[src/rtl/switch_scan_pkg.sv]
// Shared constants, FSM state encoding and default parameters for the switch scanner.
package switch_scan_pkg;

    localparam int CNT_W = 8;

    localparam int DEF_NUM_SW      = 4;
    localparam int DEF_SAMPLE_DIV  = 16;
    localparam int DEF_PRESS_COUNT = 5;
    localparam int DEF_HOLD_COUNT  = 50;

    typedef logic [1:0] scan_state_t;

    localparam scan_state_t ST_IDLE   = 2'd0;
    localparam scan_state_t ST_SAMPLE = 2'd1;
    localparam scan_state_t ST_UPDATE = 2'd2;

    // Increment that sticks at all-ones instead of wrapping.
    function automatic logic [CNT_W-1:0] sat_inc(input logic [CNT_W-1:0] v);
        return (v == {CNT_W{1'b1}}) ? v : v + 1'b1;
    endfunction

endpackage

[src/rtl/sample_tick_gen.sv]
// Sample tick divider: counts 0..SAMPLE_DIV-1 while enabled, one-cycle tick on the last count.
module sample_tick_gen
    import switch_scan_pkg::*;
#(
    parameter int SAMPLE_DIV = DEF_SAMPLE_DIV
) (
    input  logic clock,
    input  logic reset_n,
    input  logic enable,
    output logic tick
);

    localparam int DIV_W = (SAMPLE_DIV > 1) ? $clog2(SAMPLE_DIV) : 1;
    localparam logic [DIV_W-1:0] DIV_LAST = DIV_W'(SAMPLE_DIV - 1);

    logic [DIV_W-1:0] div_q;
    logic [DIV_W-1:0] div_d;

    always_comb begin
        div_d = div_q;
        if (!enable) begin
            div_d = '0;
        end else if (div_q == DIV_LAST) begin
            div_d = '0;
        end else begin
            div_d = div_q + 1'b1;
        end
    end

    always_ff @(posedge clock or negedge reset_n) begin
        if (!reset_n) begin
            div_q <= '0;
        end else begin
            div_q <= div_d;
        end
    end

    assign tick = enable && (div_q == DIV_LAST);

endmodule

[src/rtl/switch_scan_controller.sv]
// Time-multiplexed debouncer for NUM_SW active-low switches sharing one 8-bit counter.
// Optional long-press detection is built only when SWITCH_SCAN_LONG_PRESS_EN is defined.
module switch_scan_controller
    import switch_scan_pkg::*;
#(
    parameter int NUM_SW      = DEF_NUM_SW,
    parameter int SAMPLE_DIV  = DEF_SAMPLE_DIV,
    parameter int PRESS_COUNT = DEF_PRESS_COUNT,
    parameter int HOLD_COUNT  = DEF_HOLD_COUNT,
    localparam int IDX_W      = (NUM_SW > 1) ? $clog2(NUM_SW) : 1
) (
    input  logic              clock,
    input  logic              reset_n,
    input  logic              scan_en,
    input  logic [NUM_SW-1:0] switchin,
    output logic [NUM_SW-1:0] ispressed,
    output logic [NUM_SW-1:0] enabled,
    output logic [NUM_SW-1:0] press_pulse,
    output logic [NUM_SW-1:0] release_pulse,
    output logic [NUM_SW-1:0] long_press,
    output logic [IDX_W-1:0]  scan_idx
);

    if (SAMPLE_DIV < 4 || PRESS_COUNT < 1 || PRESS_COUNT > 254 ||
        HOLD_COUNT <= PRESS_COUNT || HOLD_COUNT > 255) begin : g_bad_params
        $error("switch_scan_controller: illegal parameter combination");
    end

    localparam logic [CNT_W-1:0] PRESS_CNT = CNT_W'(PRESS_COUNT);
    localparam logic [IDX_W-1:0] IDX_LAST  = IDX_W'(NUM_SW - 1);

    logic tick;

    sample_tick_gen #(
        .SAMPLE_DIV (SAMPLE_DIV)
    ) u_tick (
        .clock   (clock),
        .reset_n (reset_n),
        .enable  (scan_en),
        .tick    (tick)
    );

    // Synchronizer flops reset to 1 so a reset never looks like a press.
    logic [NUM_SW-1:0] sync1_q;
    logic [NUM_SW-1:0] sync2_q;

    always_ff @(posedge clock or negedge reset_n) begin
        if (!reset_n) begin
            sync1_q <= '1;
            sync2_q <= '1;
        end else begin
            sync1_q <= switchin;
            sync2_q <= sync1_q;
        end
    end

    scan_state_t       state_q, state_d;
    logic [IDX_W-1:0]  idx_q, idx_d;
    logic [CNT_W-1:0]  count_q [NUM_SW];
    logic [CNT_W-1:0]  count_d [NUM_SW];
    logic [CNT_W-1:0]  cnt_q, cnt_d;
    logic              smp_q, smp_d;
    logic [CNT_W-1:0]  new_cnt;
    logic [NUM_SW-1:0] ispressed_q, ispressed_d;
    logic [NUM_SW-1:0] enabled_q, enabled_d;
    logic [NUM_SW-1:0] press_q, press_d;
    logic [NUM_SW-1:0] release_q, release_d;
    logic [NUM_SW-1:0] long_q, long_d;

    always_comb begin
        state_d     = state_q;
        idx_d       = idx_q;
        count_d     = count_q;
        cnt_d       = cnt_q;
        smp_d       = smp_q;
        ispressed_d = ispressed_q;
        enabled_d   = enabled_q;
        press_d     = '0;
        release_d   = '0;
        long_d      = '0;
        new_cnt     = smp_q ? sat_inc(cnt_q) : '0;

        case (state_q)
            ST_IDLE: begin
                if (tick) begin
                    state_d = ST_SAMPLE;
                end
            end
            ST_SAMPLE: begin
                cnt_d   = count_q[idx_q];
                smp_d   = ~sync2_q[idx_q];
                state_d = ST_UPDATE;
            end
            ST_UPDATE: begin
                count_d[idx_q] = new_cnt;
                if (new_cnt == PRESS_CNT) begin
                    ispressed_d[idx_q] = 1'b1;
                    enabled_d[idx_q]   = ~enabled_q[idx_q];
                    press_d[idx_q]     = 1'b1;
                end
                if (new_cnt == '0 && ispressed_q[idx_q]) begin
                    ispressed_d[idx_q] = 1'b0;
                    release_d[idx_q]   = 1'b1;
                end
`ifdef SWITCH_SCAN_LONG_PRESS_EN
                if (new_cnt == CNT_W'(HOLD_COUNT)) begin
                    long_d[idx_q] = 1'b1;
                end
`endif
                idx_d   = (idx_q == IDX_LAST) ? '0 : idx_q + 1'b1;
                state_d = ST_IDLE;
            end
            default: begin
                state_d = ST_IDLE;
            end
        endcase
    end

    // Asynchronous reset abandons any in-flight update and restarts the scan at switch 0.
    always_ff @(posedge clock or negedge reset_n) begin
        if (!reset_n) begin
            state_q     <= ST_IDLE;
            idx_q       <= '0;
            count_q     <= '{default: '0};
            cnt_q       <= '0;
            smp_q       <= 1'b0;
            ispressed_q <= '0;
            enabled_q   <= '0;
            press_q     <= '0;
            release_q   <= '0;
            long_q      <= '0;
        end else begin
            state_q     <= state_d;
            idx_q       <= idx_d;
            count_q     <= count_d;
            cnt_q       <= cnt_d;
            smp_q       <= smp_d;
            ispressed_q <= ispressed_d;
            enabled_q   <= enabled_d;
            press_q     <= press_d;
            release_q   <= release_d;
            long_q      <= long_d;
        end
    end

    assign ispressed     = ispressed_q;
    assign enabled       = enabled_q;
    assign press_pulse   = press_q;
    assign release_pulse = release_q;
    assign long_press    = long_q;
    assign scan_idx      = idx_q;

endmodule
[config.mk]
export PLATFORM = sky130hd
export DESIGN_NAME = switch_scan_controller
export DESIGN_NICKNAME = d
export VERILOG_FILES = /design/src/rtl/switch_scan_pkg.sv /design/src/rtl/sample_tick_gen.sv /design/src/rtl/switch_scan_controller.sv
export SDC_FILE = /design/constraint.sdc
export NUM_CORES = 1
export LEC_CHECK = 0
export CORE_MARGIN = 2
export CORE_UTILIZATION = 55
export CTS_CLUSTER_DIAMETER = 60
export DETAILED_ROUTE_END_ITERATION = 10
export DONT_BUFFER_PORTS = 1
export PLACE_DENSITY = 0.78
export SLEW_MARGIN = 40
export SYNTH_ARGS = -nofsm -noshare
export SYNTH_HDL_FRONTEND = slang
export SYNTH_SLANG_ARGS = --single-unit
[constraint.sdc]
create_clock -name clock -period 2.65 [get_ports clock]
set_input_delay 0.265 -clock clock [delete_from_list [all_inputs] [get_ports clock]]
set_output_delay 0.265 -clock clock [all_outputs]
set_load 0.02 [all_outputs]
# Word level (Yosys, flattened, before mapping)
# Index checks and enable logic that the tools add are counted.
dict set report word_totals {
  wordCells 71
  ff_bits 73
  out_inout_bits 22
}
dict set report classes {
  n_eq_ne 7
  n_addsub 3
  n_mux 29
  n_lt_le_gt_ge 4
  reduce_logical 7
  bitwise_logic 6
}
# cell n
set op_table {}
lappend op_table {{$mux W8} 5}
lappend op_table {{$mux W4} 9}
lappend op_table {{$bwmux W32} 1}
lappend op_table {{$bmux W8 S2} 1}
lappend op_table {{$demux W8 S2} 1}
lappend op_table {{$add A8 B1 Y8 const B} 1}
lappend op_table {{$eq A8 B3 Y1 const B} 1}
lappend op_table {{$eq A8 B8 Y1 const B} 1}
lappend op_table {{$logic_not A8 Y1} 1}
lappend op_table {{$bmux W1 S2} 3}
lappend op_table {{$add A4 B1 Y4 const B} 1}
lappend op_table {{$and A4 B4 Y4} 1}
lappend op_table {{$bwmux W4} 1}
lappend op_table {{$eq A2 B2 Y1 const B} 2}
lappend op_table {{$eq A4 B4 Y1 const B} 1}
lappend op_table {{$logic_and A1 B1 Y1} 4}
lappend op_table {{$mux W1} 4}
lappend op_table {{$mux W2} 2}
lappend op_table {{$not A4 Y4} 1}
lappend op_table {{$or A4 B4 Y4} 1}
lappend op_table {{$pmux W2 S2} 1}
lappend op_table {{$ge A3 B3 Y1 const B} 1}
lappend op_table {{$lt A2 B3 Y1 const B} 1}
lappend op_table {{$lt A3 B1 Y1 const B} 1}
lappend op_table {{other kinds (9)} 10}

# Depth between registers and ports, before layout
# Gate-level depths: netlist of the first run.
dict set report logic_depth {
  ltp_word 9
  mapped_depth 9
}

# Modules after synthesis
# Synthesis of the first run repeated with hierarchy kept, for this count alone.
dict set report unflattened {
  cells_unflattened 282
  hier_area_um2 3363.2
}
# module seq_area_each_um2 instances cells_per_inst area_each_um2
set by_module_without_submodules {}
lappend by_module_without_submodules {switch_scan_controller 1736.7 1 267 3189.3}
lappend by_module_without_submodules {sample_tick_gen 100.1 1 15 173.9}

# Worst setup path after synthesis of the first run
# Ideal clock, no wire load.
dict set report synth_path {
  path_type {reg2reg}
  from {reg idx_q[0] (netlist: scan_idx[0])}
  to {reg enabled_q[2] (netlist: enabled[2])}
  arrival_time_ns 2.107
  setup_ns 0.128
  path_buffers 2
  required_time_ns 2.522
  slack_ns 0.415
  period_less_slack_ns 2.235
  path_stages_with_launch 10
  path_cell_list {dfrtp_1 clkbuf_1 buf_2 inv_1 ha_1 nand3b_1 nor2_1 o21ai_2 nor3_4 mux2_1}
}
dict set report synth_between {
  elab_chain_cells 5
}
# item line_no
set synth_lines {}
lappend synth_lines {{start, declared} switch_scan_controller.sv:58} ;# logic [IDX_W-1:0] idx_q, idx_d;
lappend synth_lines {{start signal, assigned} switch_scan_controller.sv:134} ;# idx_q <= idx_d;
lappend synth_lines {{$lt A2 B3 Y1 (implied by the code) or $ge A2 B1 Y1 (tied branches)} switch_scan_controller.sv:98} ;# enabled_d[idx_q] = ~enabled_q[idx_q];
lappend synth_lines {{$logic_and A1 B1 Y1 (implied by the code)} switch_scan_controller.sv:98}
lappend synth_lines {{$mux W1 (implied by the code)} switch_scan_controller.sv:98}
lappend synth_lines {{$demux W1 S2} switch_scan_controller.sv:98}
lappend synth_lines {{$bwmux W4 *} switch_scan_controller.sv:98}
lappend synth_lines {{end signal, assigned} switch_scan_controller.sv:139} ;# enabled_q <= enabled_d;
lappend synth_lines {{end, declared} switch_scan_controller.sv:65} ;# logic [NUM_SW-1:0] enabled_q, enabled_d;
# Every way passes the cells marked *; elsewhere a longest branch is shown, timed or not. The select of a mux whose other input is x is not followed.
# A chain may end at the register's enable or synchronous reset.

==> results of run 1 <==
-- routing by layer --
layer  part of all wire  vias up  global-route usage
li1                   -     1018                   -
met1               0.45     1106               0.322
met2               0.48       69               0.323
met3              0.051       10              0.0593
met4              0.021        0               0.112
met5                  0        -                   0
-- flip-flops by register name, summed over array words and instances, names as in the netlist, named ones only --
name           flops
cnt_q              8
state_q            2
scan_idx           2
sync2_q            4
sync1_q            4
ispressed          1
enabled            4
press_pulse        4
u_tick.div_q       4
count_q           32
release_pulse      4
smp_q              1
-- final cells by class --
type,instances,share of cell area
Inverter,6,0.00612
Tap cell,75,0.0255
Timing Repair Buffer,13,0.0354
Clock buffer,9,0.0337
Sequential cell,73,0.499
Multi-Input combinational cell,188,0.372
Clock inverter,7,0.0276
-- metrics by stage --
step	power [mW]	cell area [um2]	util	instances	hold slack [ps]
finish	2.17	3680	0.629	371	41.6
global route	2.25	3680	0.629	371	17.6
CTS	2.19	3680	0.629	371	21.2
detailed placement	1.17	3370	0.577	349	-28.8
global placement	1.17	3370	0.577	349	-28.1
floorplan	1.17	3320	-	285	-30.6
-- report_power, final --
group,switching [mW],internal (mW),leakage (nW)
Clock,0.455,0.540,0.107
Sequential,0.00537,1.13,0.990
Combinational,0.0303,0.0143,0.492
Total,0.491,1.68,1.59
-- path summary, 6_finish.rpt --
| check | from | end | slack [ps] | depth (start not counted) |
|---|---|---|---|---|
| setup / recovery | cnt_q[1]$_DFFE_PN0N_ | flip-flop | 310 | 6 |
| hold / removal | scan_en | u_tick.div_q[1]$_DFF_PN0_ | 40 | 1 |
| setup reg to reg | cnt_q[1]$_DFFE_PN0N_ | flip-flop | 310 | 6 |
| hold reg to reg | sync1_q[3]$_DFF_PN1_ | sync2_q[3]$_DFF_PN1_ | 360 | 0 |
| max in group asynchronous | reset_n | sync2_q[0]$_DFF_PN1_ | 1870 | 2 |
| min in group asynchronous | reset_n | count_q[14]$_DFFE_PN0P_ | 450 | 2 |
-- cells by family after synthesis --
kind of cell | Yosys count | share of synthesized area
AO/OA/AOI/OAI | 66 | 0.127
XOR/XNOR | 2 | 0.00530
adder cells (fa/ha/maj) | 6 | 0.0227
buffers and inverters | 24 | 0.0337
flip-flops | 73 | 0.556
multiplexers | 25 | 0.119
other | 1 | 0.00113
AND/OR/NAND/NOR | 85 | 0.136
-- synth_stat cells, drive strengths merged --
cell     instances
nand3b           4
a41o             1
mux2            14
nand3            4
and2             3
and3             3
dfstp            8
o22a             4
o31ai            1
nor3             7
o22ai            1
a31oi            1
nand2b           1
a21o             2
o211ai           1
o21ai           45
o31a             1
nand4            6
mux2i            1
nor2            10
a21oi            5
a211o            1
conb             1
buf              9
nand4bb          1
ha               6
inv              6
clkbuf           9
a2111oi          1
o211a            1
or3              1
or2              3
and4             2
xor2             1
nand2           37
mux4            10
dfrtp           65
nor2b            3
a31o             1
xnor2            1
-- cell usage in the layout (no fill, tap or decap), types with 2 or more instances in the layout --
cell type      count
or2_1              3
nor2b_1            3
nand4_1            5
inv_1              6
dlygate4sd3_1      5
nand3b_1           4
o22a_1             4
mux4_2            10
ha_1               6
inv_6              3
and2_1             3
o21ai_0           22
nand3_1            4
conb_1             4
a21oi_1            5
and3_1             3
o21ai_2            2
nor3_1             3
nor2_1            10
dfstp_2            8
clkinvlp_4         2
mux2_1             4
nor3_2             3
buf_4              7
bufinv_16          2
and4_1             2
o21ai_1           21
nand2_1           37
dfrtp_1           65
clkbuf_8           9
a21o_1             2
mux2_2            10
-- worst reg2reg max path, stage by stage (launching register included) --
cell and delay (ps):
dfrtp_1 450, ha_1 330, nand4_2 230, o31ai_2 300
o22ai_2 210, nand4bb_1 410, o22a_1 300
==> flow_summary.yaml, run 1 <==
clock_network:
  h-tree-depth: 3
  clock-sinks: 73
  cts_root_buffer: "clkbuf_8"
  post_cts_resized: 0
  post_cts_buffers: 0
  cts.clk_slew.worst_paths_ps: 80
  cts_hold_buffers: 6
  cts_inserted_buffers: 9
  insertion_delay_ps: 350
  cts_tree: "built"
  clk_path_buf_depth: 2
global_routing:
  grt_remaining_overflow: 0
  grt_max_degree: 74
  grt_pass1_wl_um: 11000
  grt_antenna_before_repair: 0
  grt_pass1_vias: 2183
  grt_usage: 0.226
placed_design:
  place_ws_ps: 347
  post-dp-hpwl_um: 4370
  place.gp.congestion: 0.832
  port_buffers: 0
yosys:
  yosysTopAreaCell: "dfrtp_1"
  synth_area_per_cell_um2: 11.7
  syn_inst: 282
  synth_seq_cells: 73
  syn-cell-area_mm2: 0.00331
  yosysWarnings: 0
  yosysSeqAreaShare: 0.556
  yosysTopAreaCellShare: 0.492
  ys_types: 47
  synth_area_leaders: "dfrtp_1 (49%), mux4_2 (6.8%), dfstp_2 (6.4%)"
floorplan:
  initial_utilization: 0.565
  core_mm2: 0.00585
  boundaryPins: 29
  num_rows: 28
  die_width_um: 81.5
  chipHeight_um: 81.5
  dieArea_mm2: 0.00665
sta:
  rsz0062_at_grt: "no"
  period_share: 0.882
  final_hold_viol_count: 0
  timing.fmax_mhz: 428
  worstMarginPinSlew_ps: 540
  slew_violations: 0
  tns_ps: 0
  setup_viol: 0
  slew_headroom: 0.637
  period_needed_ps: 2340
  fin_ws_ps: 314
  fin_skew_ps: 8.26
route:
  first_iter_violations: 248
  firstDrtPassIters: 4
  drcViolationCount: 0
  wire_per_inst_um: 17.8
  vias: 2203
  detail-route-antenna-nets: 0
  wl_um: 6620
  vias_per_cell: 5.94
power_and_ir_drop:
  power.density_mw_per_mm2: 591
  ir_drop_mv: 0.530
  leakage_nw: 1.59
final_layout:
  syn_to_final_growth_pct: 11.2
  multiInputGateArea_mm2: 0.00137
  final_nets: 304
  regArea_mm2: 0.00184
  drive_above_1_share: 0.213
  antenna_cells: 0
  fill_cells: 439
status:
  run_status: "completed"
min_path:
  hp-class: "in -> reg"
critical_path:
  worstPathCellList: "ha_1 -> nand4_2 -> o31ai_2 -> o22ai_2 -> nand4bb_1 -> o22a_1"
  startpoint_type: "flip-flop"
  arrival_ps: 2580
  critical_path_class: "reg -> reg"
  cpPeakStageDelay_ps: 450
  cp_max_fo: 8
  cp_top_family: "compound AO/OA/AOI/OAI gates"
  cp_slowest_cell: "dfrtp_1"
  cp_data_required_time_ps: 2900
  critPathBufInv: 0
  endpoint_kind: "flip-flop"
flow_run:
  max-cap-violations: 0
(Power assumes the default switching activity.)
==> run 2: changes to the inputs <==
Settings changed: ABC_AREA from default to 1, CELL_PAD_IN_SITES_DETAIL_PLACEMENT from default to 1, CELL_PAD_IN_SITES_GLOBAL_PLACEMENT from default to 1, CORE_UTILIZATION 55 to 48, PLACE_DENSITY 0.78 to default, PLACE_DENSITY_LB_ADDON from default to 0.08.
==> flow_summary.yaml, run 2 <==
yosys:
  syn-cell-area_mm2: 0.00330
  yosysTopAreaCellShare: 0.493
  async_flop_share: 1.00
  synth_seq_cells: 73
  ys_types: 27
  ys.flop_type: "dfrtp_1"
  yosysTopAreaCell: "dfrtp_1"
  yosysSeqAreaShare: 0.557
  synth_area_per_cell_um2: 8.89
  yosysWarnings: 0
  synthTopCellsByCount: "nand2_1 (78), dfrtp_1 (65), o21ai_0 (62)"
  synth_edf_count: 0
  syn_inst: 371
  synthMostInstantiatedCell: "nand2_1"
  synth_area_leaders: "dfrtp_1 (49%), o21ai_0 (9.4%), nand2_1 (8.9%)"
floorplan:
  boundaryPins: 29
  die_width_um: 86.9
  core_mm2: 0.00672
  num_rows: 30
  chipHeight_um: 86.9
  dieArea_mm2: 0.00755
  initial_utilization: 0.491
sta:
  slew_violations: 0
  timing.fmax_mhz: 489
  fin_skew_ps: 5.78
  setup_viol: 0
  final_hold_viol_count: 0
  worstMarginPinSlew_ps: 642
  period_needed_ps: 2050
  period_share: 0.772
  slew_headroom: 0.571
  fin_ws_ps: 604
  tns_ps: 0
  rsz0062_at_grt: "no"
clock_network:
  cts_inserted_buffers: 9
  clk_path_buf_depth: 2
  cts_root_buffer: "clkbuf_8"
  h-tree-depth: 3
  post_cts_buffers: 0
  insertion_delay_ps: 350
  cts_tree: "built"
  cts.clk_slew.worst_paths_ps: 80
  clock-sinks: 73
power_and_ir_drop:
  power.density_mw_per_mm2: 564
  internal-power_mw: 1.53
  clkPwrFrac: 0.397
  ir_drop_mv: 0.454
  power_frac_comb: 0.046
  p_sw_frac: 0.256
  p_switching_uw: 525
  leakage_nw: 1.84
  seqPwrFrac: 0.558
min_path:
  hp-class: "in -> reg"
  hold_depth: 2
  min_to: "u_tick.div_q[3]$_DFF_PN0_"
  worstHoldStart: "scan_en"
route:
  firstDrtPassIters: 4
  first_iter_violations: 148
  drcViolationCount: 0
  wl_met1_um: 3830
  top_layer_used: "met4"
  wl_um: 7880
  wl_met3_um: 192
  detail-route-antenna-nets: 0
  vias: 2499
  wl_met2_um: 3720
  vias_per_cell: 5.36
  wire_per_inst_um: 16.9
critical_path:
  cp_top_family: "simple AND/OR/NAND/NOR gates"
  cp_max_fo: 17
  rrSetupSlack_ps: 600
  startpoint_type: "flip-flop"
  endpoint_kind: "flip-flop"
  cp.depth: 8
  rr_worst_depth: 8
  worstPathCellList: "inv_1 -> ha_1 -> nand2_1 -> inv_1 -> nand3_2 -> nand2_1 -> nand2_1 -> inv_1"
  critPathBufInv: 3
  cpPeakStageDelay_ps: 610
  critical_path_class: "reg -> reg"
  r2r-start: "scan_idx[0]$_DFFE_PN0P_"
  arrival_ps: 2300
  cp_data_required_time_ps: 2900
  r2r-end: "ispressed[2]$_DFFE_PN0P_"
  cp_slowest_cell: "dfrtp_1"
global_routing:
  grt_pass1_vias: 2687
  grt_remaining_overflow: 0
  grt_max_degree: 74
  grt_pass1_wl_um: 13300
  grt_antenna_before_repair: 0
  grt_usage: 0.233
final_layout:
  layout_commonest_cell: "nand2_1"
  utilization: 0.542
  fin_cells: 466
  most-common-layout-cells: "nand2_1 (78), dfrtp_1 (65), o21ai_0 (62), inv_1 (39), nor2_1 (30)"
  drive_above_1_share: 0.135
  syn_to_final_growth_pct: 10.3
  reg_top3: "count_q: 32 flops, cnt_q: 8 flops"
  final_nets: 394
  antenna_cells: 0
  largest_register_ffs: 32
  top_register: "count_q"
placed_design:
  post-dp-hpwl_um: 5250
  dp_cells: 443
  place_ws_ps: 600
  port_buffers: 0
  place.gp.congestion: 0.782
status:
  run_status: "completed"
flow_run:
  max-cap-violations: 0
-- run 2: cell count changes in the layout (fill, tap and decap cells not counted), sizes merged, moves of 7 or more --
| cell | delta |
|---|---|
| mux4 | -10 |
| nor3 | -7 |
| nand3 | +24 |
| inv | +31 |
| o21ai | +23 |
| mux2 | -14 |
| nand2 | +50 |
| nor2 | +26 |
| o22ai | +7 |
-- run 2: area by class of cell --
cell class / instances / area (um2)
Sequential cell: 73 / 1840
Clock buffer: 10 / 138
Clock inverter: 6 / 42.5
Inverter: 40 / 151
Multi-Input combinational cell: 245 / 1250
Tap cell: 80 / 100
Timing Repair Buffer: 12 / 125
Fill cell: 780 / 3080
-- run 2: timing repair --
item / in CTS / in global routing
hold buffers: 7 / 0
resized for setup: 0 / 0
endpoints found under the hold margin: 78 / 0
-- run 2: power groups by stage --
stage          clock, mW  combinational [mW]  sequential (mW)
2_1_floorplan          0              0.0528             1.16
3_5_place_dp           0              0.0601             1.17
6_report           0.814              0.0936             1.14
3_3_place_gp           0              0.0584             1.17
4_1_cts            0.830              0.0954             1.14
5_1_grt            0.862               0.108             1.15
-- run 2: worst max path at each step --
stage	slack [ps]	from	endpoint
finish	600	scan_idx[0]$_DFFE_PN0P_	ispressed[2]$_DFFE_PN0P_
global placement	650	scan_idx[1]$_DFFE_PN0P_	enabled[1]$_DFFE_PN0P_
floorplan	880	scan_idx[0]$_DFFE_PN0P_	count_q[13]$_DFFE_PN0P_
global route	310	scan_idx[0]$_DFFE_PN0P_	ispressed[2]$_DFFE_PN0P_
CTS	580	scan_idx[1]$_DFFE_PN0P_	enabled[1]$_DFFE_PN0P_
detailed placement	600	scan_idx[1]$_DFFE_PN0P_	enabled[1]$_DFFE_PN0P_
-- run 2: worst reg2reg max path: stages (launching register included) --
cell	delay (ps)
dfrtp_1	610
inv_1	290
ha_1	270
nand2_1	380
inv_1	130
nand3_2	130
nand2_1	50
nand2_1	50
inv_1	40
-- run 2: logic make-up after synthesis --
group	share of synthesized area
buffers and inverters	0.0690
other	0.00114
adders and majority gates	0.0228
DFF	0.557
and+or+nand+nor	0.221
AOI/OAI and AO/OA	0.127
xor gates and xnor gates	0.00266
-- run 2: metrics by stage --
step	area, um2	total power, mW	hold slack (ps)
after floorplan	3310	1.21	-30.6
after global routing	3640	2.12	22.2
final	3640	2.05	27.0
after global placement	3370	1.22	-28.1
after CTS	3640	2.07	15.6
after detailed placement	3370	1.23	-27.9
-- run 2: layer usage --
metal | global-route usage | vias to the layer above
li1 | - | 1207
met1 | 0.315 | 1247
met2 | 0.373 | 33
met3 | 0.0389 | 12
met4 | 0.101 | 0
met5 | 0 | -
==> run 3: changes to the inputs <==
Settings changed: ABC_AREA 1 to 0, CORE_UTILIZATION 48 to 51.
Clock period 2.65 ns to 1.9 ns, I/O delays scaled along.
==> flow_summary.yaml, run 3 (synthesis results as in run 1) <==
global_routing:
  grt_max_degree: 74
  grt_pass1_wl_um: 14300
  grt_util_met1: 0.335
  grt_antenna_before_repair: 0
  busiest_layer: "met2"
  grtUsageMet2: 0.446
  grt_pass1_vias: 2725
  grt_util_met3: 0.0698
  grt_remaining_overflow: 0
  grt_usage: 0.263
final_layout:
  fin_cells: 419
  antenna_cells: 0
  top_register: "count_q"
  final_nets: 350
  most-common-layout-cells: "dfrtp_1 (59), buf_4 (42), nand2_1 (37), o21ai_0 (22), o21ai_1 (19)"
  syn_to_final_growth_pct: 28.0
  layout_commonest_cell: "dfrtp_1"
  utilization: 0.670
  drive_above_1_share: 0.377
  postLayoutCellArea_mm2: 0.00423
  reg_top3: "count_q: 32 flops, cnt_q: 8 flops"
  largest_register_ffs: 32
power_and_ir_drop:
  power.density_mw_per_mm2: 724
  power_frac_comb: 0.022
  clkPwrFrac: 0.463
  p_switching_uw: 701
  p_sw_frac: 0.229
  ir_drop_mv: 0.525
  leakage_nw: 1.84
  p_total_mw: 3.07
  seqPwrFrac: 0.515
  internal-power_mw: 2.37
sta:
  period_needed_ps: 2090
  period_share: 1.10
  final_hold_viol_count: 0
  fin_ws_ps: -186
  setup_viol: 17
  slew_violations: 0
  timing.fmax_mhz: 479
  fin_skew_ps: 9.86
  rsz0062_at_grt: "yes"
placed_design:
  dpl_cell_area_mm2: 0.00369
  port_buffers: 0
  place.gp.congestion: 0.869
  dp_cells: 385
  place_ws_ps: -146
  post-dp-hpwl_um: 5470
clock_network:
  cts_tree: "built"
  cts.clk_slew.worst_paths_ps: 80
  cts_inserted_buffers: 9
  insertion_delay_ps: 360
  cts_root_buffer: "clkbuf_8"
  clk_path_buf_depth: 2
  clock-sinks: 73
  h-tree-depth: 3
route:
  wire_per_inst_um: 21.1
  vias: 2426
  wl_um: 8840
  firstDrtPassIters: 5
  drcViolationCount: 0
  vias_per_cell: 5.79
  first_iter_violations: 120
  detail-route-antenna-nets: 0
floorplan:
  boundaryPins: 29
  num_rows: 29
  die_width_um: 84.5
  chipHeight_um: 84.5
  initial_utilization: 0.524
  core_mm2: 0.00631
  dieArea_mm2: 0.00714
critical_path:
  cp_data_required_time_ps: 2150
  endpoint_kind: "flip-flop"
  critical_path_class: "reg -> reg"
  cp_max_fo: 5
  rr_worst_depth: 9
  startpoint_type: "flip-flop"
  arrival_ps: 2340
status:
  violations: "setup timing"
  run_status: "finished with violations"
min_path:
  hold_depth: 0
  hp-class: "reg -> reg"
flow_run:
  max-cap-violations: 0
[run 3: cell types whose count changed in the layout (fill, tap and decap cells not counted), sizes merged, moves of 4 or more]
cell	change
nand2	-50
nor2	-26
o21ai	-23
nand4	+5
nand3	-24
o22ai	-7
buf	+47
mux4	+10
nand3b	+4
inv	-29
nor3	+7
mux2	+14
o22a	+4
clkinv	-4
[run 3: path summary, 6_finish.rpt]
check / from / end / slack, ps
max: cnt_q[0]$_DFFE_PN0N_ / ispressed[2]$_DFFE_PN0P_ / -190
max reg2reg: cnt_q[0]$_DFFE_PN0N_ / ispressed[2]$_DFFE_PN0P_ / -190
min in group asynchronous: reset_n / count_q[23]$_DFFE_PN0P_ / 390
min reg2reg: sync1_q[1]$_DFF_PN1_ / sync2_q[1]$_DFF_PN1_ / 360
max in group asynchronous: reset_n / sync1_q[3]$_DFF_PN1_ / 1180
min: sync1_q[1]$_DFF_PN1_ / sync2_q[1]$_DFF_PN1_ / 360
[run 3: what timing repair did]
action,4_1_cts,5_1_grt
setup buffers,6,7
endpoints found under the setup margin,11,15
resized for setup,23,6
hold endpoints to repair,82,0
pin swaps,6,8
hold buffers,7,0
[run 3: critical path, cell delays in order (launching register included)]
cell and delay (ps):
dfrtp_1 410, ha_4 220, nand4_4 110, o211a_1 280, o21ai_4 330, buf_6 160
nor3_4 40, buf_4 140, buf_6 110, o22a_1 180
[run 3: per-layer routing]
metal,vias up,wire length [um]
met5,-,0
met4,0,135
met3,11,309
met2,42,4670
met1,1263,3720
li1,1110,-
[run 3: cell type report]
cell class | instances | area, um2
Clock inverter | 7 | 109
Timing Repair Buffer | 59 | 524
Clock buffer | 9 | 124
Fill cell | 612 | 2080
Tap cell | 77 | 96.3
Multi-Input combinational cell | 188 | 1510
Inverter | 6 | 27.5
Sequential cell | 73 | 1840
[run 3: through the flow]
step                      TNS [ps]  hold slack [ps]
after floorplan               -149             -106
after global placement        -407             -104
after detailed placement     -1090             -104
after CTS                     -471              347
after global routing         -2820              359
final                        -1410              359
[run 3: power by group through the flow]
| stage | Clock (mW) | Sequential [mW] | Combinational (mW) |
|---|---|---|---|
| after floorplan | 0 | 1.61 | 0.0237 |
| after global placement | 0 | 1.61 | 0.0187 |
| after detailed placement | 0 | 1.61 | 0.0198 |
| after CTS | 1.45 | 1.58 | 0.0689 |
| after global routing | 1.50 | 1.58 | 0.0766 |
| final | 1.42 | 1.58 | 0.0673 |
